==> src/rtl/dram_arbiter.sv <==
// dram_arbiter: two-port round-robin arbiter and access sequencer in front of
// the word-only data RAM. Port 0 is the load/store unit, port 1 a second
// master (DMA/debug). Each grant becomes one RAM access cycle, plus a merge
// cycle for byte-enable writes when read-modify-write is compiled in.
// Build option: define DRAM_ARB_RMW_EN to enable the ACCESS+MERGE
// read-modify-write path for partial byte enables; without it any write with
// a non-zero byte enable is a full-word write.
module dram_arbiter #(
  parameter int RAM_WORDS = 1024
) (
  input  logic        clk,
  input  logic        rst_n,
  input  logic        m0_req,
  input  logic        m0_we,
  input  logic [3:0]  m0_be,
  input  logic [31:0] m0_addr,
  input  logic [31:0] m0_wdata,
  output logic        m0_gnt,
  output logic        m0_done,
  output logic [31:0] m0_rdata,
  input  logic        m1_req,
  input  logic        m1_we,
  input  logic [3:0]  m1_be,
  input  logic [31:0] m1_addr,
  input  logic [31:0] m1_wdata,
  output logic        m1_gnt,
  output logic        m1_done,
  output logic [31:0] m1_rdata,
  output logic        ram_we,
  output logic [31:0] ram_addr,
  output logic [31:0] ram_wdata,
  input  logic [31:0] ram_rdata
);

  typedef enum logic [1:0] {
    ST_IDLE,
    ST_ACCESS
`ifdef DRAM_ARB_RMW_EN
    ,
    ST_MERGE
`endif
  } state_t;

  state_t      r_state;
  logic        r_last;
  logic        r_port;
  logic        r_we;
`ifdef DRAM_ARB_RMW_EN
  logic [3:0]  r_be;
  logic [31:0] r_wdata;
  logic [31:0] w_mask;
  logic [31:0] w_merged;
`endif

  logic        w_pick1;
  logic        w_we;
  logic [3:0]  w_be;
  logic [31:0] w_addr;
  logic [31:0] w_wdata;
  logic        w_full;
  logic        w_unused;

  // The RAM index wraps by itself and the byte offset is dropped, so these
  // bits and the depth parameter have no effect on the sequencing logic.
  assign w_unused = &{1'b0, m0_addr[1:0], m1_addr[1:0], (RAM_WORDS > 0)};

  // Winner selection: a lone requester wins, a tie goes to the port not granted last.
  always_comb begin
    w_pick1 = m1_req;
    if (m0_req && m1_req) begin
      w_pick1 = ~r_last;
    end
  end

  assign w_we    = w_pick1 ? m1_we    : m0_we;
  assign w_be    = w_pick1 ? m1_be    : m0_be;
  assign w_addr  = w_pick1 ? m1_addr  : m0_addr;
  assign w_wdata = w_pick1 ? m1_wdata : m0_wdata;

`ifdef DRAM_ARB_RMW_EN
  // Only a complete byte mask can be written in the ACCESS cycle.
  assign w_full = (w_be == 4'hF);

  // Expand the latched byte enables into a bit mask for the merge.
  assign w_mask = {{8{r_be[3]}}, {8{r_be[2]}}, {8{r_be[1]}}, {8{r_be[0]}}};

  // Enabled bytes come from the requester, the rest from the word just read.
  assign w_merged = (r_wdata & w_mask) | (ram_rdata & ~w_mask);
`else
  // Without read-modify-write any non-empty mask writes the whole word.
  assign w_full = (w_be != 4'h0);
`endif

  // Main sequencer: grant in IDLE, drive the RAM in ACCESS/MERGE, registered outputs throughout.
  always_ff @(posedge clk or negedge rst_n) begin
    if (!rst_n) begin
      r_state   <= ST_IDLE;
      r_last    <= 1'b1;
      r_port    <= 1'b0;
      r_we      <= 1'b0;
`ifdef DRAM_ARB_RMW_EN
      r_be      <= 4'h0;
      r_wdata   <= 32'h0;
`endif
      m0_gnt    <= 1'b0;
      m1_gnt    <= 1'b0;
      m0_done   <= 1'b0;
      m1_done   <= 1'b0;
      m0_rdata  <= 32'h0;
      m1_rdata  <= 32'h0;
      ram_we    <= 1'b0;
      ram_addr  <= 32'h0;
      ram_wdata <= 32'h0;
    end else begin
      m0_gnt  <= 1'b0;
      m1_gnt  <= 1'b0;
      m0_done <= 1'b0;
      m1_done <= 1'b0;
      ram_we  <= 1'b0;
      case (r_state)
        ST_IDLE: begin
          if (m0_req || m1_req) begin
            r_port    <= w_pick1;
            r_last    <= w_pick1;
            r_we      <= w_we;
`ifdef DRAM_ARB_RMW_EN
            r_be      <= w_be;
            r_wdata   <= w_wdata;
`endif
            ram_addr  <= {w_addr[31:2], 2'b00};
            ram_wdata <= w_wdata;
            ram_we    <= w_we && w_full;
            if (w_pick1) begin
              m1_gnt <= 1'b1;
            end else begin
              m0_gnt <= 1'b1;
            end
            r_state <= ST_ACCESS;
          end
        end
        ST_ACCESS: begin
          if (!r_we) begin
            if (r_port) begin
              m1_rdata <= ram_rdata;
              m1_done  <= 1'b1;
            end else begin
              m0_rdata <= ram_rdata;
              m0_done  <= 1'b1;
            end
            r_state <= ST_IDLE;
          end
`ifdef DRAM_ARB_RMW_EN
          else if ((r_be != 4'h0) && (r_be != 4'hF)) begin
            ram_wdata <= w_merged;
            ram_we    <= 1'b1;
            r_state   <= ST_MERGE;
          end
`endif
          else begin
            if (r_port) begin
              m1_done <= 1'b1;
            end else begin
              m0_done <= 1'b1;
            end
            r_state <= ST_IDLE;
          end
        end
`ifdef DRAM_ARB_RMW_EN
        ST_MERGE: begin
          if (r_port) begin
            m1_done <= 1'b1;
          end else begin
            m0_done <= 1'b1;
          end
          r_state <= ST_IDLE;
        end
`endif
        default: begin
          r_state <= ST_IDLE;
        end
      endcase
    end
  end

endmodule

==> config.mk <==
export PLATFORM = sky130hd
export DESIGN_NAME = dram_arbiter
export DESIGN_NICKNAME = d
export VERILOG_FILES = /design/src/rtl/dram_arbiter.sv
export SDC_FILE = /design/constraint.sdc
export NUM_CORES = 1
export LEC_CHECK = 0
export ABC_AREA = 1
export ABC_CLOCK_PERIOD_IN_PS = 3400
export CAP_MARGIN = 40
export CORE_AREA = 4 4 119 121
export CTS_CLUSTER_SIZE = 25
export DETAILED_ROUTE_END_ITERATION = 8
export DIE_AREA = 0 0 123 125
export DONT_BUFFER_PORTS = 1
export PLACE_DENSITY = 0.68
export SLEW_MARGIN = 0
export SYNTH_ARGS = -nofsm -noshare
export SYNTH_HDL_FRONTEND = slang
export SYNTH_SLANG_ARGS = --single-unit
==> constraint.sdc <==
create_clock -name clk -period 3.4 [get_ports clk]
set_input_delay 0.51 -clock clk [delete_from_list [all_inputs] [get_ports clk]]
set_output_delay 0.51 -clock clk [all_outputs]
set_load 0.01 [all_outputs]
# Word level (Yosys, flattened, before mapping)
# Cells that the tools add are included.
[op_classes] addsub=0 n_mul=0 n_div=0 n_lt_le_gt_ge=0 n_eq_ne=2 shifts=0 n_mux=19 n_bitwise=3 n_reduce_logical=8
[op_table] op="$mux W32" count=2
[op_table] op="$mux W1" count=14
[op_table] op="$reduce_and A3 Y1" count=2
[op_table] op="$mux W2" count=2
[op_table] op="$mux W4" count=1
[op_table] op="$reduce_bool A4 Y1" count=1
[op_table] op="$not A1 Y1" count=3
[op_table] op="$eq A2 B1 Y1 const B" count=1
[op_table] op="$logic_and A1 B1 Y1" count=2
[op_table] op="$logic_not A2 Y1" count=1
[op_table] op="$ne A2 B2 Y1 const B" count=1
[op_table] op="$reduce_and A2 Y1" count=1
[op_table] op="$logic_or A1 B1 Y1" count=1
[word_totals] regBits=136 latchBits=0 mem_bits_rw=0 rom_bits=0 in_bits=174 out_inout_bits=133 wordCells=45 n_memories=0

# Longest topological paths before layout
[logic_depth] ltp_word=7 depth_mapped=7

# Worst setup path after synthesis
# OpenSTA, ideal clock, no wires.
[synth_path] kind="input port to flip-flop" startpoint="input m0_req" endpoint="register ram_addr[12]" setup_time_ns=0.124 t_arrival_ns=1.109 t_required_ns=3.276 slack_ns=2.167 stages=6 n_path_buf=2 path_cell_list="nand2_1 -> nand2_2 -> buf_4 -> buf_2 -> nand3_1 -> nand3_1"
[synth_between] elab_chain_cells=3 word_cells_on_any_way=5 classes_between="mux: 2; reduce/logical: 3"
[synth_rtl] element="start: declaration" line="13" text="input logic m0_req,"
[synth_rtl] element="$logic_and A1 B1 Y1" line="70" text="if (m0_req && m1_req) begin"
[synth_rtl] element="$mux W1" line="70"
[synth_rtl] element="$mux W32" line="77" text="assign w_addr = w_pick1 ? m1_addr : m0_addr;"
[synth_rtl] element="end signal: assignment" line="130" text="ram_addr <= {w_addr[31:2], 2'b00};"
[synth_rtl] element="end: declaration" line="30" text="output logic [31:0] ram_addr,"
# Several ways; a longest one is shown, not always the timed one.
# A chain may end at the register's enable or synchronous reset.

# Worst setup path after layout
[layout_path] startpoint="register r_last" endpoint="register r_we"
[layout_between] elab_chain_cells=3
[layout_rtl] element="start: declaration" line="45" text="logic r_last;"
[layout_rtl] element="start signal: assignment" line="124" text="r_last <= w_pick1;"
[layout_rtl] element="$not A1 Y1" line="71" text="w_pick1 = ~r_last;"
[layout_rtl] element="$mux W1" line="70"
[layout_rtl] element="$mux W1" line="75" text="assign w_we = w_pick1 ? m1_we : m0_we;"
[layout_rtl] element="end signal: assignment" line="125" text="r_we <= w_we;"
[layout_rtl] element="end: declaration" line="47" text="logic r_we;"
# Every way passes these cells.

==> results.py <==
metrics = {
    "cells_and_area": {
        "nFillCells": 1240,
        "drive_gt1_share_pct": 10.5,
        "syn_to_final_growth_pct": 10.7,
        "multiInputGateArea_mm2": 0.00189,
        "ff_latch_area_mm2": 0.00338,
        "fin_nets": 781,
        "antennaDiodeCount": 0,
    },
    "job": {
        "drv_cap": 0,
    },
    "die": {
        "die_x_um": 123,
        "rows": 42,
        "floorplan.core_area_mm2": 0.0131,
        "die_y_um": 125,
        "die_area_mm2": 0.0154,
        "start_util_pct": 43.7,
        "top_level_ports": 307,
    },
    "power_and_ir_drop": {
        "power_density_mw_per_mm2": 892,
        "power_frac_clock_pct": 34.9,
        "seq_power_share_pct": 50.9,
        "p_int_mw": 3.77,
        "p_total_mw": 5.64,
        "p_comb_share_pct": 14.2,
        "p_switching_mw": 1.87,
        "leakage_nw": 3.10,
        "sw_frac_of_total_pct": 33.2,
        "ir_worst_vdd_mv": 0.479,
    },
    "worst_setup_path": {
        "cp-start-kind": "flip-flop",
        "worst_path_dominant_cell_family": "buffers and inverters",
        "path_max_fanout": 65,
        "worst_ep_required_time_ps": 3670,
        "worstPathCellList": "nand2_1, nand2_2, buf_4, nand2_1, nand3_1, o21ai_0",
        "arrival_ps": 2040,
        "crit_type": "flip-flop to flip-flop",
        "critPathMaxStageDelay_ps": 580,
        "cpMostUsedCell": "nand2_1",
        "cp_num_buf_inv": 1,
        "crit_path_end_kind": "flip-flop",
        "cpMaxStageDelayCell": "buf_4",
    },
    "yosys": {
        "syn_area_mm2": 0.00572,
        "synth_warnings": 0,
        "yosysTopAreaCellShare_pct": 58.7,
        "async_reset_ff_share_pct": 100,
        "avgSynthCellArea_um2": 9.16,
        "syn_inst": 624,
        "synth_most_common_cell": "nand2_1",
        "synth_common_cells": "201 x nand2_1, 134 x dfrtp_1, 123 x nand3_1",
        "yosysSeqAreaShare_pct": 59.1,
        "synth.area.top_cells": "dfrtp_1 59%, nand2_1 13%, nand3_1 11%, o21ai_1 3.9%, o21ai_2 3.1%",
        "ys_types": 21,
        "synth_ff_type": "dfrtp_1",
        "synth_edf_count": 0,
        "yosysTopAreaCell": "dfrtp_1",
        "synth_seq_cells": 135,
    },
    "cts": {
        "cts_made_buffers": 17,
        "clkSinkCount": 135,
        "h-tree-depth": 4,
        "clkTransAtPathRegs_ps": 60,
        "insertion_delay_ps": 420,
        "cts_tree": "done",
        "cts_buffer_depth": 2,
        "postCtsResizedCells": 0,
        "cts_root_buf": "clkbuf_16",
    },
    "drt": {
        "drc": 0,
        "detail_route.iter0.violations": 224,
        "vias": 4259,
        "wl_per_cell_um": 18.7,
        "viasPerCell": 5.35,
        "routed_wl_mm": 14.9,
        "dr.pass1.iters": 5,
        "postRouteAntennaNets": 0,
    },
    "placed_design": {
        "gp_congestion": 0.842,
        "dp_hpwl_mm": 10.5,
        "portBuffers": 0,
    },
    "timing": {
        "final.min_clock_period_ps": 1770,
        "clock_skew_ps": 7.64,
        "fin_crit_sh_pct": 52.0,
        "worstMarginPinSlew_ps": 769,
        "rsz0062_at_grt": "false",
        "setup-tns-final_ps": 0,
        "fmax_mhz": 565,
        "slew_headroom_pct": 48.7,
        "whs_ps": -214,
        "drv_slew": 0,
        "setup_viol": 0,
        "finalHoldViolations": 134,
    },
    "outcome": {
        "run_status": "finished, violations left",
        "failed_checks": "negative hold slack",
    },
    "global_route": {
        "grt_use_total_pct": 19.1,
        "grt_pass1_vias": 4309,
        "grt_start_max_net_pins": 136,
        "grt_pass1_wl_mm": 22.5,
        "antenna_found_initial": 0,
        "overflow": 0,
    },
    "min_path": {
        "hp-class": "input port to asynchronous set/reset pin",
    },
}
[worst paths after layout]
path | startpoint | endpoint | slack (ps) | cells past startpoint
max | r_last | r_we | 1630 | 6
min | rst_n | ram_wdata[2] | -210 | 0
max reg2reg | r_last | r_we | 1630 | 6
min reg2reg | r_last | r_last | 480 | 2
max in group asynchronous | rst_n | r_last | 3360 | 0
min in group clk | m1_wdata[10] | ram_wdata[10] | 220 | 2
[registers in the layout, indices dropped and copies added (netlist names)]
register	flops
r_we	1
m1_done	1
ram_addr	30
m1_rdata	32
m0_done	1
r_port	1
ram_we	1
m0_rdata	32
ram_wdata	32
m0_gnt	1
m1_gnt	1
r_last	1
r_state	1
[logic make-up (layout without fill, tap and decap cells)]
logic type / Yosys count / count (layout) / synth area share [%]
flip-flops: 135 / 135 / 59.1
AO/OA/AOI/OAI: 67 / 67 / 7.18
AND/OR/NAND/NOR: 339 / 339 / 25.6
buffers and inverters: 82 / 77 / 8.01
other: 1 / 2 / 0.0656
[cell type report]
type / count / area share [%]
Clock buffer: 21 / 7.44
Clock inverter: 11 / 2.71
Inverter: 41 / 2.43
Multi-Input combinational cell: 408 / 29.8
Sequential cell: 135 / 53.4
Tap cell: 176 / 3.48
Timing Repair Buffer: 4 / 0.672
[stage by stage]
stage / instances / setup slack [ps] / instance area [um2] / util (%)
final: 796 / 1630 / 6330 / 48.3
after global routing: 796 / 1510 / 6330 / 48.3
after CTS: 796 / 1610 / 6330 / 48.3
after detailed placement: 764 / 1530 / 5680 / 43.4
after global placement: 763 / 1580 / 5660 / 43.3
after floorplan: 625 / 2170 / 5720 / -
[power groups by stage]
| stage | Clock (mW) | Sequential [mW] | Combinational, mW |
|---|---|---|---|
| 2_1_floorplan | 0 | 2.72 | 0.733 |
| 3_3_place_gp | 0 | 2.89 | 0.754 |
| 3_5_place_dp | 0 | 2.90 | 0.823 |
| 4_1_cts | 2.00 | 2.88 | 0.820 |
| 5_1_grt | 2.10 | 2.93 | 0.945 |
| 6_report | 1.97 | 2.87 | 0.804 |
[timing repair]
item	4_1_cts	5_1_grt
setup buffers	0	0
setup endpoints to repair	0	0
hold endpoints to repair	135	135
[layout by cell type (no fill, tap or decap), drive strengths merged]
cell type	netlist	layout
bufinv	0	4
clkinvlp	0	2
a21oi	1	1
conb	1	2
nand3b	1	1
buf	40	4
o21ai	66	66
dfrtp	134	134
clkinv	0	5
nand3	123	123
nor2	11	11
inv	41	41
dfstp	1	1
nand2	204	204
clkbuf	1	21
[routing by layer]
| layer | routed length, um | global-route usage (%) | vias to the layer above |
|---|---|---|---|
| met5 | 0 | 0 | - |
| met4 | 330 | 7.69 | 0 |
| met3 | 1430 | 7.27 | 28 |
| met2 | 7700 | 32.9 | 212 |
| met1 | 5410 | 21.1 | 2050 |
| li1 | - | - | 1969 |
(Power assumes the default switching activity.)
